[config.mk]
export PLATFORM = sky130hd
export DESIGN_NAME = instmem_loadable
export DESIGN_NICKNAME = d
export VERILOG_FILES = /design/src/rtl/instmem_loadable.sv
export SDC_FILE = /design/constraint.sdc
export NUM_CORES = 2
export LEC_CHECK = 0
export CAP_MARGIN = 20
export CORE_MARGIN = 8
export CORE_UTILIZATION = 50
export DETAILED_ROUTE_END_ITERATION = 7
export HOLD_SLACK_MARGIN = 0.06
export MAX_ROUTING_LAYER = met4
export PLACE_DENSITY_LB_ADDON = 0.2
export SLEW_MARGIN = 20
export SYNTH_ARGS = -nofsm -noshare
export SYNTH_HDL_FRONTEND = slang
export SYNTH_SLANG_ARGS = --single-unit
[constraint.sdc]
create_clock -name clk -period 8.79 [get_ports clk]
set_input_delay 1.3185 -clock clk [delete_from_list [all_inputs] [get_ports clk]]
set_output_delay 1.3185 -clock clk [all_outputs]
set_load 0.05 [all_outputs]
[src/rtl/instmem_loadable.sv]
// Writable instruction memory with a valid/ready load port and 1-cycle fetch.
// Optional per-word even parity when INSTMEM_PARITY_EN is defined.
module instmem_loadable #(
  parameter int AW = 6,
  parameter int DW = 32,
  parameter int CW = AW + 1
) (
  input  logic          clk,
  input  logic          clrn,
  input  logic [31:0]   a,
  input  logic          fetch_req,
  output logic [DW-1:0] inst,
  output logic          inst_valid,
  output logic          fetch_stall,
  input  logic          ld_start,
  input  logic [AW-1:0] ld_base,
  input  logic          ld_valid,
  output logic          ld_ready,
  input  logic [DW-1:0] ld_data,
  input  logic          ld_last,
  output logic          ld_done,
  output logic [CW-1:0] ld_count,
  output logic          inst_perr
);

  localparam int DEPTH = 1 << AW;
`ifdef INSTMEM_PARITY_EN
  localparam int MW = DW + 1;
`else
  localparam int MW = DW;
`endif

  typedef enum logic {
    IDLE = 1'b0,
    LOAD = 1'b1
  } state_t;

  state_t          state;
  state_t          state_n;
  logic [MW-1:0]   mem [DEPTH];
  logic [AW-1:0]   ptr;
  logic [AW-1:0]   ridx;
  logic [MW-1:0]   wword;
  logic [MW-1:0]   rword;
  logic            hs;
  logic            fe;
  logic            unused_abits;

  assign ridx         = a[AW+1:2];
  assign unused_abits = ^{a[31:AW+2], a[1:0]};
  assign ld_ready     = (state == LOAD);
  assign hs           = ld_valid & ld_ready;
  assign fe           = fetch_req & (state == IDLE);
  assign fetch_stall  = fetch_req & (state == LOAD);
  assign rword        = mem[ridx];

`ifdef INSTMEM_PARITY_EN
  assign wword = {^ld_data, ld_data};
`else
  assign wword = ld_data;
`endif

  // state register
  always_ff @(posedge clk or negedge clrn) begin
    if (!clrn) state <= IDLE;
    else       state <= state_n;
  end

  // next state: start a burst, end it on the last handshake
  always_comb begin
    state_n = state;
    unique case (state)
      IDLE:    if (ld_start)       state_n = LOAD;
      LOAD:    if (hs && ld_last)  state_n = IDLE;
      default:                     state_n = IDLE;
    endcase
  end

  // storage write; contents survive reset
  always_ff @(posedge clk) begin
    if (hs) mem[ptr] <= wword;
  end

  // write pointer, burst word count and done pulse
  always_ff @(posedge clk or negedge clrn) begin
    if (!clrn) begin
      ptr      <= '0;
      ld_count <= '0;
      ld_done  <= 1'b0;
    end else begin
      ld_done <= hs & ld_last;
      if ((state == IDLE) && ld_start) begin
        ptr      <= ld_base;
        ld_count <= '0;
      end else if (hs) begin
        ptr <= ptr + AW'(1);
        if (ld_count != '1) ld_count <= ld_count + CW'(1);
      end
    end
  end

  // registered fetch; inst holds when no fetch is accepted
  always_ff @(posedge clk or negedge clrn) begin
    if (!clrn) begin
      inst       <= '0;
      inst_valid <= 1'b0;
    end else begin
      inst_valid <= fe;
      if (fe) inst <= rword[DW-1:0];
    end
  end

`ifdef INSTMEM_PARITY_EN
  // parity check of the fetched entry, aligned with inst_valid
  always_ff @(posedge clk or negedge clrn) begin
    if (!clrn) inst_perr <= 1'b0;
    else       inst_perr <= fe & (^rword);
  end
`else
  assign inst_perr = 1'b0;
`endif

endmodule

==> summary.txt <==
Status
  • Run status: completed

Final layout
  • Syn-to-layout area delta: 12.8%
  • Post-route standard cell area excluding fillers: 89900 um^2
  • Final net count: 3954
  • Final core area utilization: 0.568
  • Proportion of layout cells with a drive suffix above 1: 0.219

Routing
  • DRC violations left: 0
  • Via total after detailed routing: 37800
  • Total routed wirelength: 187000 um
  • Remaining antenna violation count: 0
  • DRT Pass-1 Iters: 5
  • Via count normalized by instance count: 6.17
  • Routed length per placed instance: 30.6 um
  • Iteration-0 DRC count of the detailed router: 3663

Critical path
  • Delay of the slowest cell on the worst path: 0.80 ns
  • Highest-delay cell along the critical path: clkdlybuf4s50_1
  • Startpoint type of the worst setup path: input port
  • Required time at the worst-slack endpoint: 7.47 ns
  • Worst Path Class, Setup: in2out
  • Cell with the most instances on the worst path: clkdlybuf4s50_1
  • Crit path capture type: output pin
  • Largest delay share family, worst path: buffers and inverters
  • Launch point of the critical path: fetch_req
  • Worst Reg-to-Reg Cells: 5
  • Origin of the critical flop-to-flop path: ld_ready
  • Ordered cell list for the critical path: clkdlybuf4s50_1 > and2_1 > clkdlybuf4s50_1
  • Critical-path maximum fanout: 2
  • Worst path arrival time: 2.75 ns
  • Setup slack on the worst flop-to-flop path: 5.64 ns
  • Buffers & Inverters on Critical Path: 2
  • End of the worst register-to-register path: mem[11][22]

Yosys
  • Average instance area after synthesis: 21.6 um^2
  • Cell types occupying the most area after synthesis: edfxtp_1 77%, mux4_2 11%, mux2i_1 3.6%, a22oi_1 1.5%, dfrtp_1 1.5%
  • Register area share after synthesis: 0.786
  • Count of distinct cell types in the synthesized netlist: 44
  • Area of the mapped netlist: 79700 um^2
  • Cell type contributing the most total cell area after synthesis: edfxtp_1
  • Area share of the largest cell type after synthesis: 0.771
  • Number of nets in the synthesized netlist: 3763
  • Number of cells produced by synthesis: 3685
  • Total number of yosys warnings: 0
  • Yosys reg bits: 2096

Clocking
  • CTS root buf: clkbuf_16
  • Post-cts gate resize count: 0
  • Quantity of hold-fixing buffers added after cts: 0
  • CTS Sinks: 2096
  • Number of H-tree branching levels: 4
  • Buffers inserted during post-CTS setup optimization: 0
  • Clock buffer count from CTS: 203
  • Clock-pin slew on the worst setup and hold paths: 0.06 ns
  • Worst-Skew Late Latency: 0.82 ns
  • Maximum number of buffers from clock root to sink: 3
  • Clock tree from TritonCTS: built

Pwr
  • Share of power burned in the clock network: 0.396
  • Switching component of the power: 4.73 mW
  • Internal: 16.5 mW
  • Leak Pwr: 28.5 nW
  • PwrDens: 236 nW/um^2
  • Total power after layout: 21.2 mW
  • Switching share of power: 0.223
  • Combinational fraction of design power: 0.069
  • Worst vdd rail ir drop: 0.224 mV
  • Seq pwr share: 0.535

Floorplan
  • DIE AREA: 173000 um^2
  • Chip width: 415 um
  • Y dimension of the die: 415 um
  • Area of the core: 158000 um^2
  • Starting density of the core: 0.503
  • Core Rows: 146
  • Ports: 120

STA
  • Unrepaired setup endpoints after global routing: no
  • Clk_skew: 0.0303 ns
  • Max Freq: 246 MHz
  • Slew Limit Fails: 0
  • Worst Hold Slack: 0.528 ns
  • # setup viols final: 0
  • Slew @ Worst Pin: 1.12 ns
  • Final setup TNS: 0 ns
  • Clock period minus worst slack: 4.07 ns
  • Period utilisation layout: 0.463
  • Final hold vios: 0
  • Relative slew slack: 0.249

Worst hold path
  • Startpoint of the worst hold path: ld_count[6]
  • Depth of the worst hold-timing path: 1
  • Class of the most critical hold timing path: reg2reg
  • Hold worst-path end: ld_count[6]

Global route
  • Total overflow reported by the global router: 0
  • Overall routing resource usage: 0.220
  • Via count of the first global-routing pass: 38400
  • Wire length of the first global-routing pass: 271000 um
  • Maximum number of pins on one net before global-route repair: 130
  • Initial antenna violation count: 3

Place
  • Detailed placer's ending HPWL: 98200 um
  • Buffers on Ports: 92
  • Instance area at placement: 83400 um^2
  • GP Congestion: 0.796

Job
  • Number of violations of the max-capacitance limit: 0
## per-stage QoR
stage / cells / setup WS, ns
final: 6120 / 4.72
after global routing: 6120 / 4.69
after CTS: 6119 / 4.72
after detailed placement: 5743 / 3.96
after global placement: 5743 / 3.99
after floorplan: 3685 / 5.04
## area by class of cell
| cell class | instances | area [um^2] |
|---|---|---|
| inverters | 2 | 7.51 |
| multi-input cells | 1372 | 16500 |
| clock buffers | 292 | 5740 |
| fillers | 11500 | 68500 |
| diodes | 1 | 2.50 |
| well taps | 2072 | 2590 |
| clock inverters | 84 | 691 |
| flip-flops and latches | 2096 | 62700 |
| repair buffers | 201 | 1720 |
## Yosys cell counts, drive strengths merged
library cell,instances
and3,4
a31oi,2
or3,33
inv,2
a211oi,62
edfxtp,2048
conb,1
o22ai,64
nand4,34
nor4,1
clkbuf,89
nand2,51
and4,1
nand2b,2
nand3b,4
a222oi,1
o311ai,1
dfrtp,48
a221o,33
a22oi,161
mux2i,289
o221a,1
nor3b,1
mux4,384
xor2,4
or2,1
and3b,1
buf,126
ha,2
o2bb2ai,1
a21oi,33
a32o,1
nor2b,37
mux2,1
nand3,70
nor2,78
and2,4
o21ai,5
or3b,4
## power by group through the flow
| stage | clock (mW) | combinational [mW] | sequential (mW) |
|---|---|---|---|
| 2_1_floorplan | 0 | 0.667 | 11.7 |
| 5_1_grt | 8.91 | 1.55 | 11.3 |
| 3_3_place_gp | 0 | 1.45 | 11.5 |
| 4_1_cts | 8.54 | 1.48 | 11.3 |
| 3_5_place_dp | 0 | 1.48 | 11.6 |
| 6_report | 8.40 | 1.46 | 11.3 |
## how the worst max path moves through the flow
stage | end | slack, ns | depth (start not counted)
after CTS | fetch_stall | 4.72 | 3
after floorplan | mem[27][0] | 5.04 | 4
final | fetch_stall | 4.72 | 3
after detailed placement | inst[5] | 3.96 | 8
after global routing | inst[5] | 4.69 | 8
after global placement | inst[13] | 3.99 | 8
## cell families (layout without fill, tap and decap cells)
kind of cell	count (synthesis)	count (layout)	share of synthesized area
buffers and inverters	217	579	0.0139
other	1	2	0.0000470
DFF	2096	2096	0.786
and+or+nand+nor	326	326	0.0208
muxes	674	674	0.145
AOI/OAI and AO/OA	365	365	0.0333
xor gates and xnor gates	4	4	0.000439
adders and majority gates	2	2	0.000314
## registers in the layout (all words and copies together) (netlist names)
name / flops
ld_done: 1
ld_ready: 1
mem: 2048
inst: 32
ld_count: 7
ptr: 6
inst_valid: 1
## placed cells by master, fill, tap and decap left out, types with 11 or more instances in the layout
master | synthesis | final
clkbuf_1 | 89 | 68
clkbuf_16 | 0 | 213
nor2b_1 | 37 | 34
a22oi_1 | 161 | 161
buf_4 | 19 | 125
or3_1 | 33 | 33
nand2_1 | 51 | 51
buf_2 | 81 | 11
nand3_1 | 70 | 69
a211oi_1 | 62 | 62
a21oi_1 | 33 | 33
mux4_2 | 384 | 384
nor2_4 | 1 | 67
nor2_1 | 77 | 11
mux2i_1 | 289 | 289
edfxtp_1 | 2048 | 2048
clkdlybuf4s50_1 | 0 | 56
o22ai_1 | 64 | 64
a221o_1 | 33 | 33
clkbuf_8 | 0 | 12
dfrtp_1 | 48 | 48
clkinv_1 | 0 | 35
nand4_1 | 34 | 34
clkinv_2 | 0 | 23
## metal layers
| layer | global-route usage | vias up | wire length [um] | part of all wire |
|---|---|---|---|---|
| li1 | - | 15900 | - | - |
| met2 | 0.350 | 1281 | 92400 | 0.49 |
| met4 | 0.0657 | 0 | 5160 | 0.028 |
| met3 | 0.0331 | 277 | 11700 | 0.062 |
| met5 | - | - | 0 | 0 |
| met1 | 0.300 | 20300 | 78100 | 0.42 |
Power figures use the tool's default switching activity.
